==> src/rtl/multi_channel_packet_engine_pkg.sv <==
// Shared types and constants for multi_channel_packet_engine.
// crc8_word: CRC-8 (poly 0x07, init 0, no reflection) over the low `width` bits, MSB first.
package pkt_engine_pkg;

  typedef enum logic [2:0] {IDLE, REQUEST, LOAD, HEADER, PAYLOAD, CRC, DONE} state_t;

  localparam logic [7:0] HDR_MARKER = 8'hA5;
  localparam logic [7:0] CRC8_POLY  = 8'h07;
  localparam int unsigned CRC_MAX_W = 256;

  function automatic logic [7:0] crc8_word(input logic [CRC_MAX_W-1:0] data,
                                           input int unsigned width);
    logic [7:0]           crc;
    logic [CRC_MAX_W-1:0] d;
    logic                 fb;
    crc = '0;
    fb  = 1'b0;
    // Left-align the word so its MSB sits at the top of the shift register.
    d   = data << (CRC_MAX_W - width);
    for (int unsigned i = 0; i < CRC_MAX_W; i++) begin
      if (i < width) begin
        fb  = crc[7] ^ d[CRC_MAX_W-1];
        crc = {crc[6:0], 1'b0} ^ (fb ? CRC8_POLY : 8'h00);
        d   = d << 1;
      end
    end
    return crc;
  endfunction

endpackage

==> src/rtl/multi_channel_packet_engine_rr_arbiter.sv <==
// Combinational round-robin arbiter: first set request at or above ptr, with wrap.
module rr_arbiter #(
  parameter  int NUM_CH = 4,
  localparam int IDX_W  = $clog2(NUM_CH)
) (
  input  logic [NUM_CH-1:0] req,
  input  logic [IDX_W-1:0]  ptr,
  output logic [NUM_CH-1:0] grant,
  output logic [IDX_W-1:0]  idx,
  output logic              found
);

  always_comb begin
    int unsigned sum;
    logic [IDX_W-1:0] cand;
    sum   = 0;
    cand  = '0;
    grant = '0;
    idx   = '0;
    found = 1'b0;
    for (int unsigned i = 0; i < NUM_CH; i++) begin
      sum = 32'(ptr) + i;
      if (sum >= NUM_CH) sum = sum - NUM_CH;
      cand = IDX_W'(sum);
      if (!found && req[cand]) begin
        found       = 1'b1;
        idx         = cand;
        grant[cand] = 1'b1;
      end
    end
  end

endmodule

==> src/rtl/multi_channel_packet_engine.sv <==
// Round-robin request/load engine emitting header+payload packets on valid/ready.
// Define PKT_CRC_EN to append a CRC-8 word over the payload.
module multi_channel_packet_engine
  import pkt_engine_pkg::*;
#(
  parameter int NUM_CH  = 4,
  parameter int DATA_W  = 32,
  parameter int SHIFT   = 2,
  parameter int TIMEOUT = 15
) (
  input  logic              clock,
  input  logic              reset,
  input  logic [NUM_CH-1:0] ch_req,
  output logic [NUM_CH-1:0] data_request,
  input  logic [DATA_W-1:0] data_in,
  input  logic              data_valid,
  output logic [DATA_W-1:0] out_data,
  output logic              out_valid,
  output logic              out_last,
  input  logic              out_ready,
  output logic              busy,
  output logic              timeout_err
);

  localparam int IDX_W = $clog2(NUM_CH);
  localparam int CNT_W = (TIMEOUT > 1) ? $clog2(TIMEOUT) : 1;

  state_t              state;
  logic [IDX_W-1:0]    ch_id;
  logic [IDX_W-1:0]    rr_ptr;
  logic [IDX_W-1:0]    ch_next;
  logic [CNT_W-1:0]    cnt;
  logic [DATA_W-1:0]   payload;
  logic [NUM_CH-1:0]   arb_grant;
  logic [IDX_W-1:0]    arb_idx;
  logic                arb_found;
`ifdef PKT_CRC_EN
  logic [7:0]          crc_q;
`endif

  rr_arbiter #(.NUM_CH(NUM_CH)) u_arb (
    .req   (ch_req),
    .ptr   (rr_ptr),
    .grant (arb_grant),
    .idx   (arb_idx),
    .found (arb_found)
  );

  assign ch_next = (ch_id == IDX_W'(NUM_CH - 1)) ? '0 : ch_id + 1'b1;
  assign busy    = (state != IDLE);

  always_ff @(posedge clock) begin
    if (reset) begin
      state        <= IDLE;
      rr_ptr       <= '0;
      ch_id        <= '0;
      cnt          <= '0;
      payload      <= '0;
      data_request <= '0;
      out_data     <= '0;
      out_valid    <= 1'b0;
      out_last     <= 1'b0;
      timeout_err  <= 1'b0;
`ifdef PKT_CRC_EN
      crc_q        <= '0;
`endif
    end else begin
      data_request <= '0;
      timeout_err  <= 1'b0;
      case (state)
        IDLE: if (arb_found) begin
          ch_id        <= arb_idx;
          data_request <= arb_grant;
          state        <= REQUEST;
        end
        REQUEST: begin
          cnt   <= '0;
          state <= LOAD;
        end
        // cnt holds the index of the current LOAD cycle; the last one still accepts data.
        LOAD: if (data_valid) begin
          payload   <= data_in << SHIFT;
`ifdef PKT_CRC_EN
          crc_q     <= crc8_word(CRC_MAX_W'(DATA_W'(data_in << SHIFT)), DATA_W);
`endif
          out_data  <= DATA_W'({HDR_MARKER, 8'(ch_id)});
          out_valid <= 1'b1;
          out_last  <= 1'b0;
          state     <= HEADER;
        end else if (cnt == CNT_W'(TIMEOUT - 1)) begin
          timeout_err <= 1'b1;
          rr_ptr      <= ch_next;
          state       <= IDLE;
        end else begin
          cnt <= cnt + 1'b1;
        end
        HEADER: if (out_ready) begin
          out_data <= payload;
`ifdef PKT_CRC_EN
          out_last <= 1'b0;
`else
          out_last <= 1'b1;
`endif
          state    <= PAYLOAD;
        end
        PAYLOAD: if (out_ready) begin
`ifdef PKT_CRC_EN
          out_data <= DATA_W'(crc_q);
          out_last <= 1'b1;
          state    <= CRC;
`else
          out_data  <= '0;
          out_valid <= 1'b0;
          out_last  <= 1'b0;
          state     <= DONE;
`endif
        end
`ifdef PKT_CRC_EN
        CRC: if (out_ready) begin
          out_data  <= '0;
          out_valid <= 1'b0;
          out_last  <= 1'b0;
          state     <= DONE;
        end
`endif
        DONE: begin
          rr_ptr <= ch_next;
          state  <= IDLE;
        end
        default: state <= IDLE;
      endcase
    end
  end

endmodule

==> config.mk <==
export PLATFORM = sky130hd
export DESIGN_NAME = multi_channel_packet_engine
export DESIGN_NICKNAME = d
export VERILOG_FILES = /design/src/rtl/multi_channel_packet_engine_pkg.sv /design/src/rtl/multi_channel_packet_engine_rr_arbiter.sv /design/src/rtl/multi_channel_packet_engine.sv
export SDC_FILE = /design/constraint.sdc
export NUM_CORES = 1
export LEC_CHECK = 0
export ABC_CLOCK_PERIOD_IN_PS = 5100
export CAP_MARGIN = 10
export CORE_MARGIN = 2
export CORE_UTILIZATION = 53
export CTS_CLUSTER_SIZE = 12
export DETAILED_ROUTE_END_ITERATION = 10
export PLACE_DENSITY_LB_ADDON = 0.1
export SLEW_MARGIN = 20
export SYNTH_ARGS = -nofsm -noshare
export SYNTH_HDL_FRONTEND = slang
export SYNTH_SLANG_ARGS = --single-unit
==> constraint.sdc <==
create_clock -name clock -period 5.1 [get_ports clock]
set_input_delay 1.02 -clock clock [delete_from_list [all_inputs] [get_ports clock]]
set_output_delay 1.02 -clock clock [all_outputs]
set_load 0.05 [all_outputs]
# ---- Yosys cells after proc, flatten, opt, wreduce, memory -nomap -nowiden
# Cells that the tools add are included.
dict set report classes {
  eq_ne 15
  n_lt_le_gt_ge 12
  n_reduce_logical 25
  muxes 56
  n_addsub 9
  bitwise_logic 6
}
# op count
set ops {}
lappend ops {{$mux W32} 3}
lappend ops {{$pmux W32 S3} 1}
lappend ops {{$mux W4} 6}
lappend ops {{$mux W2} 11}
lappend ops {{$mux W1} 17}
lappend ops {{$mux W3} 5}
lappend ops {{$pmux W3 S5} 1}
lappend ops {{$ne A2 B2 Y1 const B} 7}
lappend ops {{$lt A2 B3 Y1 const B} 4}
lappend ops {{$or A4 B4 Y4} 3}
lappend ops {{$ge A3 B3 Y1 const B} 3}
lappend ops {{$reduce_and A3 Y1} 3}
lappend ops {{$bmux W1 S2} 4}
lappend ops {{$demux W1 S2} 4}
lappend ops {{$ge A2 B1 Y1 const B} 4}
lappend ops {{$pmux W4 S2} 1}
lappend ops {{$reduce_and A4 Y1} 2}
lappend ops {{$sub A2 B1 Y2 const B} 4}
lappend ops {{$logic_and A1 B1 Y1} 7}
lappend ops {{$add A2 B2 Y3 const B} 2}
lappend ops {{$eq A3 B2 Y1 const B} 2}
lappend ops {{$eq A3 B3 Y1 const B} 2}
lappend ops {{$reduce_bool A2 Y1} 3}
lappend ops {{$reduce_bool A3 Y1} 2}
lappend ops {{16 further kinds} 22}
dict set report word_totals {
  word_cells 133
  inputBits 40
  ff_bits 80
  out_inout_bits 40
}

# ---- Longest topological paths before layout
dict set report logic_depth {
  ltp_word 16
  ltp_mapped 9
  mapped_depth_nobuf 7
}

# ---- Hierarchy
# Synthesis repeated with hierarchy kept, for this count alone.
dict set report unflattened {
  cells_unflattened 426
  area_unflattened_um2 3737.3
}
# mod seq_area_each_um2 area_per_inst_um2 cells_each n_inst
set by_module_without_submodules {}
lappend by_module_without_submodules {multi_channel_packet_engine 1601.5 3318.2 381 1}
lappend by_module_without_submodules {rr_arbiter 0.0 419.2 45 1}

# ---- Worst setup path after synthesis
# No wires, ideal clock.
dict set report synth_timing {
  path_type {flip-flop to flip-flop}
  start {register rr_ptr[0]}
  end {register ch_id[1]}
  stages_incl_launch_ff 10
  period_less_slack_ns 2.352
  required_time_ns 5.033
  n_path_buf 2
  setup_ns 0.067
  t_arrival_ns 2.285
  setup_slack_ns 2.748
  path_cell_list {dfxtp_1 -> buf_2 -> inv_1 -> ha_1 -> buf_2 -> mux2i_1 -> mux2_2 -> nor4b_1 -> and3b_1 -> o21ai_2}
}
dict set report synth_between {
  elab_chain_cells 15
  elab_cells_between_ends 38
  cone_classes {add/sub (7); order compare (4); mux (20); reduce/logical (7)}
}
# element line
set synth_rtl {}
lappend synth_rtl {{start, declared} multi_channel_packet_engine.sv:30} ;# logic [IDX_W-1:0] rr_ptr;
lappend synth_rtl {{start signal, assigned} multi_channel_packet_engine.sv:92} ;# rr_ptr <= ch_next;
lappend synth_rtl {{start signal, assigned} multi_channel_packet_engine.sv:127} ;# rr_ptr <= ch_next;
lappend synth_rtl {{parallel branches: the longest is 15 deep, another holds $add A2 B1 Y3} n/a}
lappend synth_rtl {{end signal, assigned} multi_channel_packet_engine.sv:72} ;# ch_id <= arb_idx;
lappend synth_rtl {{end, declared} multi_channel_packet_engine.sv:29} ;# logic [IDX_W-1:0] ch_id;
# Parallel ways; which one is timed is not known. The select of a mux whose other input is x is not followed.
# A chain may end at the register's enable or synchronous reset.

# ---- Worst setup path in the final report
dict set report layout_timing {
  start {register state[2]}
  end {output port busy}
}
dict set report layout_between {
  elab_chain_cells 1
}
# element line
set layout_rtl {}
lappend layout_rtl {{start, declared} multi_channel_packet_engine.sv:28} ;# state_t state;
lappend layout_rtl {{start signal, assigned} multi_channel_packet_engine.sv:54} ;# state <= IDLE;
lappend layout_rtl {{start signal, assigned} multi_channel_packet_engine.sv:74} ;# state <= REQUEST;
lappend layout_rtl {{start signal, assigned} multi_channel_packet_engine.sv:78} ;# state <= LOAD;
lappend layout_rtl {{$reduce_bool A3 Y1} multi_channel_packet_engine.sv:50} ;# assign busy = (state != IDLE);
lappend layout_rtl {{end, declared} multi_channel_packet_engine.sv:21} ;# output logic busy,
# No other way between the ends.

==> results.py <==
metrics = {
    "status": {
        "outcome": "completed",
    },
    "logic_synthesis": {
        "synth_compound_area_share_pct": 18.0,
        "synthCells": 404,
        "synth_xor_area_share_pct": 0.509,
        "synth.distinct_cells": 42,
        "yosys-top-cells-count": "80 x dfxtp_1, 74 x nand2_1, 53 x nor2_1",
        "netlist.area_leader.share_pct": 46.5,
        "synthAdderAreaFrac_pct": 3.63,
        "synthFlopType": "dfxtp_1",
        "yosysMostFrequentCell": "dfxtp_1",
        "synth-edff-count": 0,
        "synth.mux.area_fraction_pct": 5.45,
        "ys_seq_elements": 80,
        "synth_nets": 454,
        "syn_area_sq_mm": 0.00344,
        "yosys.area.top_type": "dfxtp_1",
        "synth_area_leaders": "dfxtp_1 47%, nand2_1 8.1%, a22oi_1 7.2%, a21oi_1 6.1%, nor2_1 5.8%",
        "avgSynthCellArea_sq_um": 8.52,
        "synth_top_family_by_area": "simple AND/OR/NAND/NOR gates",
        "ys_warn_count": 0,
        "async_flop_share_pct": 0,
        "synth-simple-area-share_pct": 21.0,
        "synth_seq_area_share_pct": 46.5,
    },
    "worst_hold_path": {
        "worstHoldStart": "payload[29]",
        "worstHoldPathCells": 2,
        "min_path_type": "flop to flop",
        "hold_end": "payload[29]",
    },
    "place": {
        "place_inst": 532,
        "dpl-instance-area_sq_mm": 0.00421,
        "dp_hpwl_um": 4970,
        "port-buffer-count": 77,
        "place_ws_ps": 2090,
        "place.gp.congestion": 0.835,
    },
    "floorplan": {
        "core_sq_mm": 0.00631,
        "rows": 29,
        "start_util_pct": 54.5,
        "die_y_um": 84.6,
        "fp.dieW_um": 84.6,
        "dieArea_sq_mm": 0.00716,
        "io_pins": 80,
    },
    "timing": {
        "maxClockFrequency_mhz": 314,
        "rsz0062_at_grt": "no",
        "hold_viol": 0,
        "max-slew-margin-rel_pct": 45.1,
        "clock_skew_ps": 8.92,
        "worst_slack_ps": 1910,
        "period_needed_ps": 3190,
        "min_period_over_period_pct": 62.5,
        "final_max_slew_viol_count": 0,
        "worstMarginPinSlew_ps": 823,
        "setup_tns_ps": 0,
        "setup_viol": 0,
    },
    "clocking": {
        "clkSinkCount": 80,
        "cts_resized": 0,
        "clk_pin_slew_ps": 90,
        "cts_root_buf": "clkbuf_8",
        "cts_setup_buffers": 0,
        "ctsHoldBuffers": 0,
        "cts_buffer_depth": 2,
        "numCtsBuffers": 9,
        "cts_tree": "built",
        "htree_levels": 3,
        "clock_latency_ps": 350,
    },
    "finish": {
        "multiInputGateArea_sq_mm": 0.00168,
        "final_nets": 516,
        "seqCellArea_sq_mm": 0.00160,
        "area_growth_pct": 27.4,
        "drive_gt1_share_pct": 6.79,
        "stdcell_count": 548,
        "finalInstanceArea_sq_mm": 0.00439,
        "fin_util_pct": 69.5,
        "num-fill-cells": 534,
        "n_antenna_cell": 0,
    },
    "global_route": {
        "grt_max_degree": 48,
        "grt_usage_pct": 21.5,
        "grt_pass1_wl_um": 12600,
        "grt_pass1_vias": 2800,
        "grt_antenna_before_repair": 0,
        "globalRouteOverflowTotal": 0,
    },
    "route": {
        "drt_wl_total_um": 7790,
        "dr.pass1.iters": 4,
        "drc": 0,
        "routedWlPerCell_um": 14.2,
        "ant_nets": 0,
        "vias_per_cell": 5.57,
        "vias": 3053,
        "drtIter0Drc": 184,
    },
    "worst_setup_path": {
        "critPathArrivalTime_ps": 2170,
        "crit_start": "state[2]",
        "crit_buf_inv": 2,
        "crit_path_max_fanout": 16,
        "crit_family": "buffers and inverters",
        "timing.rr.end": "ch_id[1]",
        "r2r-start": "rr_ptr[0]",
        "path_class": "flop to output port",
        "reg2reg_slack_ps": 2100,
        "path_cells": "nor3_1 > inv_1 > clkdlybuf4s50_1",
        "end_kind": "output port",
        "r2r_cells": 7,
        "max_stage_delay_ps": 820,
        "cp.required_ps": 4080,
        "critPathSlowestCell": "clkdlybuf4s50_1",
        "cp-start-kind": "flop",
    },
    "power": {
        "p_per_area_mw_per_mm2": 286,
        "ir_worst_vdd_mv": 0.208,
        "p_leak_nw": 1.54,
    },
    "job": {
        "max_cap_violations": 0,
    },
}
-- layout make-up --
cell class	instances	share of cell area, %
clock buffer	9	2.82
timing repair buffer	82	18.3
multi-input combinational	287	38.4
clock inverter	7	1.25
tap	77	2.20
inverter	6	0.513
sequential	80	36.5
-- power by group --
group / switching [W] / internal (W)
sequential: 0.0000180 / 0.000643
clock: 0.000240 / 0.000181
combinational: 0.000102 / 0.0000719
total: 0.000360 / 0.000897
-- sequential cells by signal, indices dropped and copies added, names as in the netlist --
register,count
cnt,4
payload,30
data_request,4
timeout_err,1
ch_id,2
out_valid,1
state,3
out_last,1
rr_ptr,2
out_data,32
-- logic make-up after synthesis --
group                      after synthesis
and+or+nand+nor                        163
AOI/OAI and AO/OA                       98
DFF                                     80
buffers and inverters                   37
muxes                                   14
adders and majority gates               10
xor gates and xnor gates                 2
-- metal layers --
layer | global-route usage, % | part of all wire (%) | vias up
met5 | 0 | 0 | -
met4 | 9.24 | 2.0 | 0
met3 | 5.31 | 5.3 | 16
met2 | 34.4 | 47 | 82
met1 | 27.7 | 46 | 1433
li1 | - | - | 1522
-- how the worst max path moves through the flow --
stage             endpoint  cells after the start
2_1_floorplan     ch_id[1]                      9
3_3_place_gp   out_data[8]                      8
3_5_place_dp      ch_id[1]                      5
4_1_cts               busy                      3
5_1_grt               busy                      3
6_report              busy                      3
-- tightest hold or removal path: stages (launching register included) --
cell	delay, ps
dfxtp_1	320
nand2_1	50
a21oi_1	50
-- cells in the final DEF (no fill, tap or decap), drive strengths merged, types with 3 or more instances in the layout --
cell / count
dfxtp: 80
nand3b: 5
nor3b: 4
a21oi: 42
clkinv: 4
clkbuf: 9
nand2: 74
nor3: 3
a221oi: 4
nor2b: 5
nor4: 4
mux2i: 9
ha: 10
clkdlybuf4s50: 76
buf: 6
o21bai: 3
nor2: 53
o21ai: 8
inv: 8
mux4: 3
a22oi: 33
and3: 3
-- through the flow --
step	hold WS [ps]	power, W
2_1_floorplan	436	0.000785
3_3_place_gp	443	0.000847
3_5_place_dp	447	0.000850
4_1_cts	460	0.00127
5_1_grt	479	0.00132
6_report	459	0.00126
No activity file was read; power rests on OpenSTA's default activity.
